$ cat config.mk
export PLATFORM = sky130hd
export DESIGN_NAME = regfile_write_arbiter
export DESIGN_NICKNAME = d
export VERILOG_FILES = /design/src/rtl/regfile_write_arbiter.sv
export SDC_FILE = /design/constraint.sdc
export NUM_CORES = 1
export LEC_CHECK = 0
export CORE_UTILIZATION = 31
export CTS_CLUSTER_DIAMETER = 50
export DETAILED_ROUTE_END_ITERATION = 6
export GPL_TIMING_DRIVEN = 0
export HOLD_SLACK_MARGIN = 0.1
export PLACE_DENSITY = 0.67
export SKIP_LAST_GASP = 1
export SLEW_MARGIN = 0
export SYNTH_ARGS = -nofsm -noshare
export SYNTH_HDL_FRONTEND = slang
export SYNTH_SLANG_ARGS = --single-unit
$ cat constraint.sdc
create_clock -name CLKIN -period 1.3 [get_ports CLKIN]
set_clock_uncertainty 0.05 [all_clocks]
set_input_delay 0.26 -clock CLKIN [delete_from_list [all_inputs] [get_ports CLKIN]]
set_output_delay 0.26 -clock CLKIN [all_outputs]
set_load 0.01 [all_outputs]
$ cat src/rtl/regfile_write_arbiter.sv
// Round-robin write-port arbiter for a small register-file RAM.
// Zero-fills every entry after reset before granting either requester.
module regfile_write_arbiter #(
    parameter int ADDR_W = 2,
    parameter int DATA_W = 8
) (
    input  logic              CLKIN,
    input  logic              RESET,
    input  logic              REQ0_VALID,
    input  logic [ADDR_W-1:0] REQ0_ADDR,
    input  logic [DATA_W-1:0] REQ0_DATA,
    output logic              REQ0_READY,
    input  logic              REQ1_VALID,
    input  logic [ADDR_W-1:0] REQ1_ADDR,
    input  logic [DATA_W-1:0] REQ1_DATA,
    output logic              REQ1_READY,
    output logic [ADDR_W-1:0] WADDR,
    output logic [DATA_W-1:0] WDATA,
    output logic              WE,
    output logic              INIT_DONE
);
    typedef enum logic [1:0] {S_CLEAR, S_CLEAR_END, S_RUN} state_t;

    state_t              r_state, w_state_nxt;
    logic [ADDR_W-1:0]   r_clr_addr, w_clr_addr_nxt;
    logic [ADDR_W-1:0]   r_waddr, w_waddr_nxt;
    logic [DATA_W-1:0]   r_wdata, w_wdata_nxt;
    logic                r_we, w_we_nxt;
    logic                r_init_done, w_init_done_nxt;
    logic                r_last_grant, w_last_grant_nxt;
    logic                w_gnt0, w_gnt1, w_run;

    // On contention the requester that did not win last time gets the port.
    assign w_gnt0 = REQ0_VALID & (~REQ1_VALID | r_last_grant);
    assign w_gnt1 = REQ1_VALID & (~REQ0_VALID | ~r_last_grant);
    assign w_run  = (r_state == S_RUN) & ~RESET;

    assign REQ0_READY = w_run & w_gnt0;
    assign REQ1_READY = w_run & w_gnt1;

    assign WADDR     = r_waddr;
    assign WDATA     = r_wdata;
    assign WE        = r_we;
    assign INIT_DONE = r_init_done;

    always_comb begin
        w_state_nxt      = r_state;
        w_clr_addr_nxt   = r_clr_addr;
        w_waddr_nxt      = r_waddr;
        w_wdata_nxt      = r_wdata;
        w_we_nxt         = 1'b0;
        w_init_done_nxt  = r_init_done;
        w_last_grant_nxt = r_last_grant;
        case (r_state)
            S_CLEAR: begin
                w_we_nxt       = 1'b1;
                w_waddr_nxt    = r_clr_addr;
                w_wdata_nxt    = '0;
                w_clr_addr_nxt = r_clr_addr + 1'b1;
                if (&r_clr_addr) w_state_nxt = S_CLEAR_END;
            end
            // One idle edge after the last fill write drops WE and flags completion.
            S_CLEAR_END: begin
                w_init_done_nxt = 1'b1;
                w_state_nxt     = S_RUN;
            end
            S_RUN: begin
                if (REQ0_READY) begin
                    w_we_nxt         = 1'b1;
                    w_waddr_nxt      = REQ0_ADDR;
                    w_wdata_nxt      = REQ0_DATA;
                    w_last_grant_nxt = 1'b0;
                end else if (REQ1_READY) begin
                    w_we_nxt         = 1'b1;
                    w_waddr_nxt      = REQ1_ADDR;
                    w_wdata_nxt      = REQ1_DATA;
                    w_last_grant_nxt = 1'b1;
                end
            end
            default: w_state_nxt = S_CLEAR;
        endcase
    end

    always_ff @(posedge CLKIN) begin
        if (RESET) begin
            r_state      <= S_CLEAR;
            r_clr_addr   <= '0;
            r_we         <= 1'b0;
            r_waddr      <= '0;
            r_wdata      <= '0;
            r_init_done  <= 1'b0;
            r_last_grant <= 1'b1;
        end else begin
            r_state      <= w_state_nxt;
            r_clr_addr   <= w_clr_addr_nxt;
            r_we         <= w_we_nxt;
            r_waddr      <= w_waddr_nxt;
            r_wdata      <= w_wdata_nxt;
            r_init_done  <= w_init_done_nxt;
            r_last_grant <= w_last_grant_nxt;
        end
    end
endmodule

==> flow_metrics.py, run 1 <==
metrics = {
    "outcome": {
        "outcome": "complete, but fails checks",
        "violations": "setup timing",
    },
    "sta": {
        "setup_viol": 7,
        "worst_slack_ns": -0.218,
        "relSlewSlack": 0.741,
        "finalMaxSlewViolations": 0,
        "layout_min_cycle_time_ns": 1.52,
        "fmax_mhz": 659,
        "hold_viol": 0,
        "fin_crit_sh": 1.17,
        "worst_hold_slack_ns": 0.416,
        "rsz0062_at_grt": "true",
        "tightest_slew_ns": 0.388,
    },
    "routing": {
        "vias_per_cell": 4.95,
        "routed_wl_um": 2080,
        "drt-initial-drc-count": 1,
        "num_vias": 767,
        "wire_per_inst_um": 13.4,
        "drcViolationCount": 0,
        "ant_nets": 0,
        "dr.pass1.iters": 3,
    },
    "global_routing": {
        "grt_pass1_wl_um": 3240,
        "grt_max_degree": 11,
        "grt_util_all_layers": 0.164,
        "grt_pass1_vias": 731,
        "antenna_found_initial": 0,
        "grt_overflow_total": 0,
    },
    "cells_and_area": {
        "area_delta_synth_final_pct": 64.9,
        "nets": 153,
        "drive_gt1_frac": 0.236,
        "final_cell_mix": "clkdlybuf4s50_1 (20), dlygate4sd2_1 (15), dfxtp_1 (14), nor2_1 (9)",
        "fin_util": 0.563,
        "layoutNonFillerInstCount": 155,
        "final_common_cell": "clkdlybuf4s50_1",
        "diodes": 0,
    },
    "clock_tree": {
        "cts.sinks": 17,
        "clockBufferDepth": 2,
        "clkLatencyLatePin_ns": 0.29,
        "cts-htree-levels": 1,
        "numCtsBuffers": 3,
        "cts_hold_buf": 0,
        "clk_pin_slew_ns": 0.10,
        "root_buffer": "clkbuf_4",
        "cts_tree": "yes",
    },
    "critical_path": {
        "rr_startpoint": "r_last_grant",
        "worstSetupStartpoint": "r_last_grant",
        "rr_endpoint": "WDATA[6]",
        "path_cells": "nand2b_4 -> nand2_2 -> buf_6 -> nor3_4 -> buf_2",
        "criticalPathCategory": "register to output pin",
        "path_max_fanout": 3,
        "ff2ff_path_depth": 6,
        "worstSetupEndpointType": "output pin",
        "required_ns": 0.99,
        "reg2reg_slack_ns": -0.03,
        "crit_slowest_cell": "dfxtp_2",
        "slowest_delay_ns": 0.35,
        "worstPathArrival_ns": 1.21,
        "cp-endpoint": "REQ0_READY",
        "startpoint_type": "register",
    },
    "die": {
        "row_count": 17,
        "io_pins": 38,
        "die_w_um": 52.3,
        "start_util": 0.342,
        "dieArea_um2": 2740,
        "fp.coreArea_um2": 2300,
        "die_h_um": 52.3,
    },
    "logic_synthesis": {
        "ys_warn_count": 0,
        "ys_ff_latch": 17,
        "yosys.area.top_type_share": 0.434,
        "synthDistinctLibCells": 29,
        "syn_nets": 106,
        "synth_top_area_cell": "dfxtp_1",
        "syn-cell-area_um2": 785,
        "ys_seq_area_frac": 0.434,
        "yosys-top-cells-area": "dfxtp_1 (43%), mux2i_1 (10%), o2bb2ai_1 (8.9%), nor2_1 (4.8%), a21oi_1 (3.8%)",
        "syn_inst": 81,
        "syn_avg_cell_area_um2": 9.69,
    },
    "power": {
        "powerDensity_nw_per_um2": 913,
        "p_switching_mw": 0.322,
        "netSwitchingFraction": 0.272,
        "power_leakage_nw": 0.560,
        "p_seq_frac": 0.496,
        "intPower_mw": 0.859,
        "combPwrFrac": 0.270,
        "ir_worst_vdd_uv": 722,
        "p_clk_frac": 0.234,
    },
    "placement": {
        "portBuffers": 37,
        "detailed_place_hpwl_um": 1490,
        "placedCellCount": 146,
        "gp_congestion": 0.837,
    },
    "run": {
        "drv_cap": 0,
    },
    "worst_hold_path": {
        "hold_path_class": "input port to register",
    },
}
-- cells in the mapped netlist --
cell type	n
inv_2	1
or2_1	1
nand2b_4	1
o2bb2ai_1	8
nand2_1	6
nor2_2	2
and2_1	1
a211o_1	1
dfxtp_1	17
clkbuf_1	1
nand2b_1	1
buf_4	1
a211oi_1	2
buf_6	1
o211ai_2	1
mux2i_1	8
nor3_1	1
o211ai_1	1
a311oi_1	2
xnor2_1	1
ha_1	1
nor2b_1	1
buf_2	1
a21oi_1	6
o21ai_0	1
nor2b_4	1
and3_1	1
nor4b_1	1
nor2_1	10
-- final cells by class --
| type | instances | area (um^2) |
|---|---|---|
| flip-flops and latches | 17 | 344 |
| clock buffers | 4 | 26.3 |
| multi-input cells | 59 | 454 |
| repair buffers | 43 | 400 |
| well taps | 28 | 35.0 |
| plain buffers | 3 | 30.0 |
| inverters | 1 | 3.75 |
| fillers | 232 | 1000 |
-- sequential cells by signal, indices dropped and copies added (netlist names) --
register and cells:
INIT_DONE 1, r_last_grant 1, r_clr_addr 2, r_state 2, WDATA 8, WADDR 2
WE 1
-- metal layers --
layer  part of all wire  track usage  vias up
li1                   -            -      385
met1               0.41        0.189      361
met2               0.52        0.276       19
met3              0.048       0.0551        2
met4              0.013       0.0614        0
met5                  0            0        -
-- worst max-delay path, delay by kind of cell (launching register included) --
family / cells / cell delay [ns]
buf+inv: 2 / 0.28
flops: 1 / 0.35
simple gates: 3 / 0.29
-- power by group through the flow --
stage                     clock [mW]  sequential [mW]  combinational [mW]
final                          0.277            0.586               0.319
after global placement             0            0.595               0.298
after floorplan                    0            0.603               0.148
after detailed placement           0            0.597               0.302
after global routing           0.310            0.592               0.351
after CTS                      0.288            0.585               0.300
-- kinds of logic after synthesis --
group / count (synthesis) / share of synthesized area
AND/OR/NAND/NOR: 27 / 0.185
multiplexers: 8 / 0.102
buffers and inverters: 5 / 0.0399
AO/OA/AOI/OAI: 22 / 0.212
flip-flops: 17 / 0.434
XOR/XNOR: 1 / 0.0112
adder cells (fa/ha/maj): 1 / 0.0159
-- per-stage QoR --
stage / power (mW) / TNS [ns] / area, um^2 / worst slack, ns
2_1_floorplan: 0.752 / 0 / 785 / 0.0559
6_report: 1.18 / -0.532 / 1290 / -0.218
3_5_place_dp: 0.899 / -7.45 / 1190 / -0.947
4_1_cts: 1.17 / -0.895 / 1240 / -0.269
3_3_place_gp: 0.893 / -7.52 / 1190 / -0.990
5_1_grt: 1.25 / -1.43 / 1290 / -0.299
-- what timing repair did --
item	CTS	global route
endpoints found under the hold margin	0	0
endpoints found under the setup margin	24	12
resized for setup	32	12
pin swaps	2	6
buffers inserted	3	4
-- worst min path at each step --
stage / startpoint / end / slack (ns) / cells after the start
after floorplan: REQ1_ADDR[0] / WADDR[0] / 0.35 / 2
after global placement: WDATA[3] / WDATA[3] / 0.40 / 1
after detailed placement: WDATA[6] / WDATA[6] / 0.40 / 1
after CTS: REQ0_VALID / r_last_grant / 0.40 / 3
after global routing: REQ0_VALID / r_last_grant / 0.43 / 3
final: REQ0_VALID / r_last_grant / 0.42 / 3
Note: power is estimated with default switching activity, not from simulation.
==> inputs of run 2 (changes only) <==
--- a/config.mk
+++ b/config.mk
@@ -6,7 +6,7 @@
 export NUM_CORES = 1
 export LEC_CHECK = 0
 export CORE_UTILIZATION = 31
-export CTS_CLUSTER_DIAMETER = 50
+export CTS_CLUSTER_DIAMETER = 100
 export DETAILED_ROUTE_END_ITERATION = 6
 export GPL_TIMING_DRIVEN = 0
 export HOLD_SLACK_MARGIN = 0.1
==> results of run 2 <==
Final layout, timing and power as in run 1 (identical DEF).
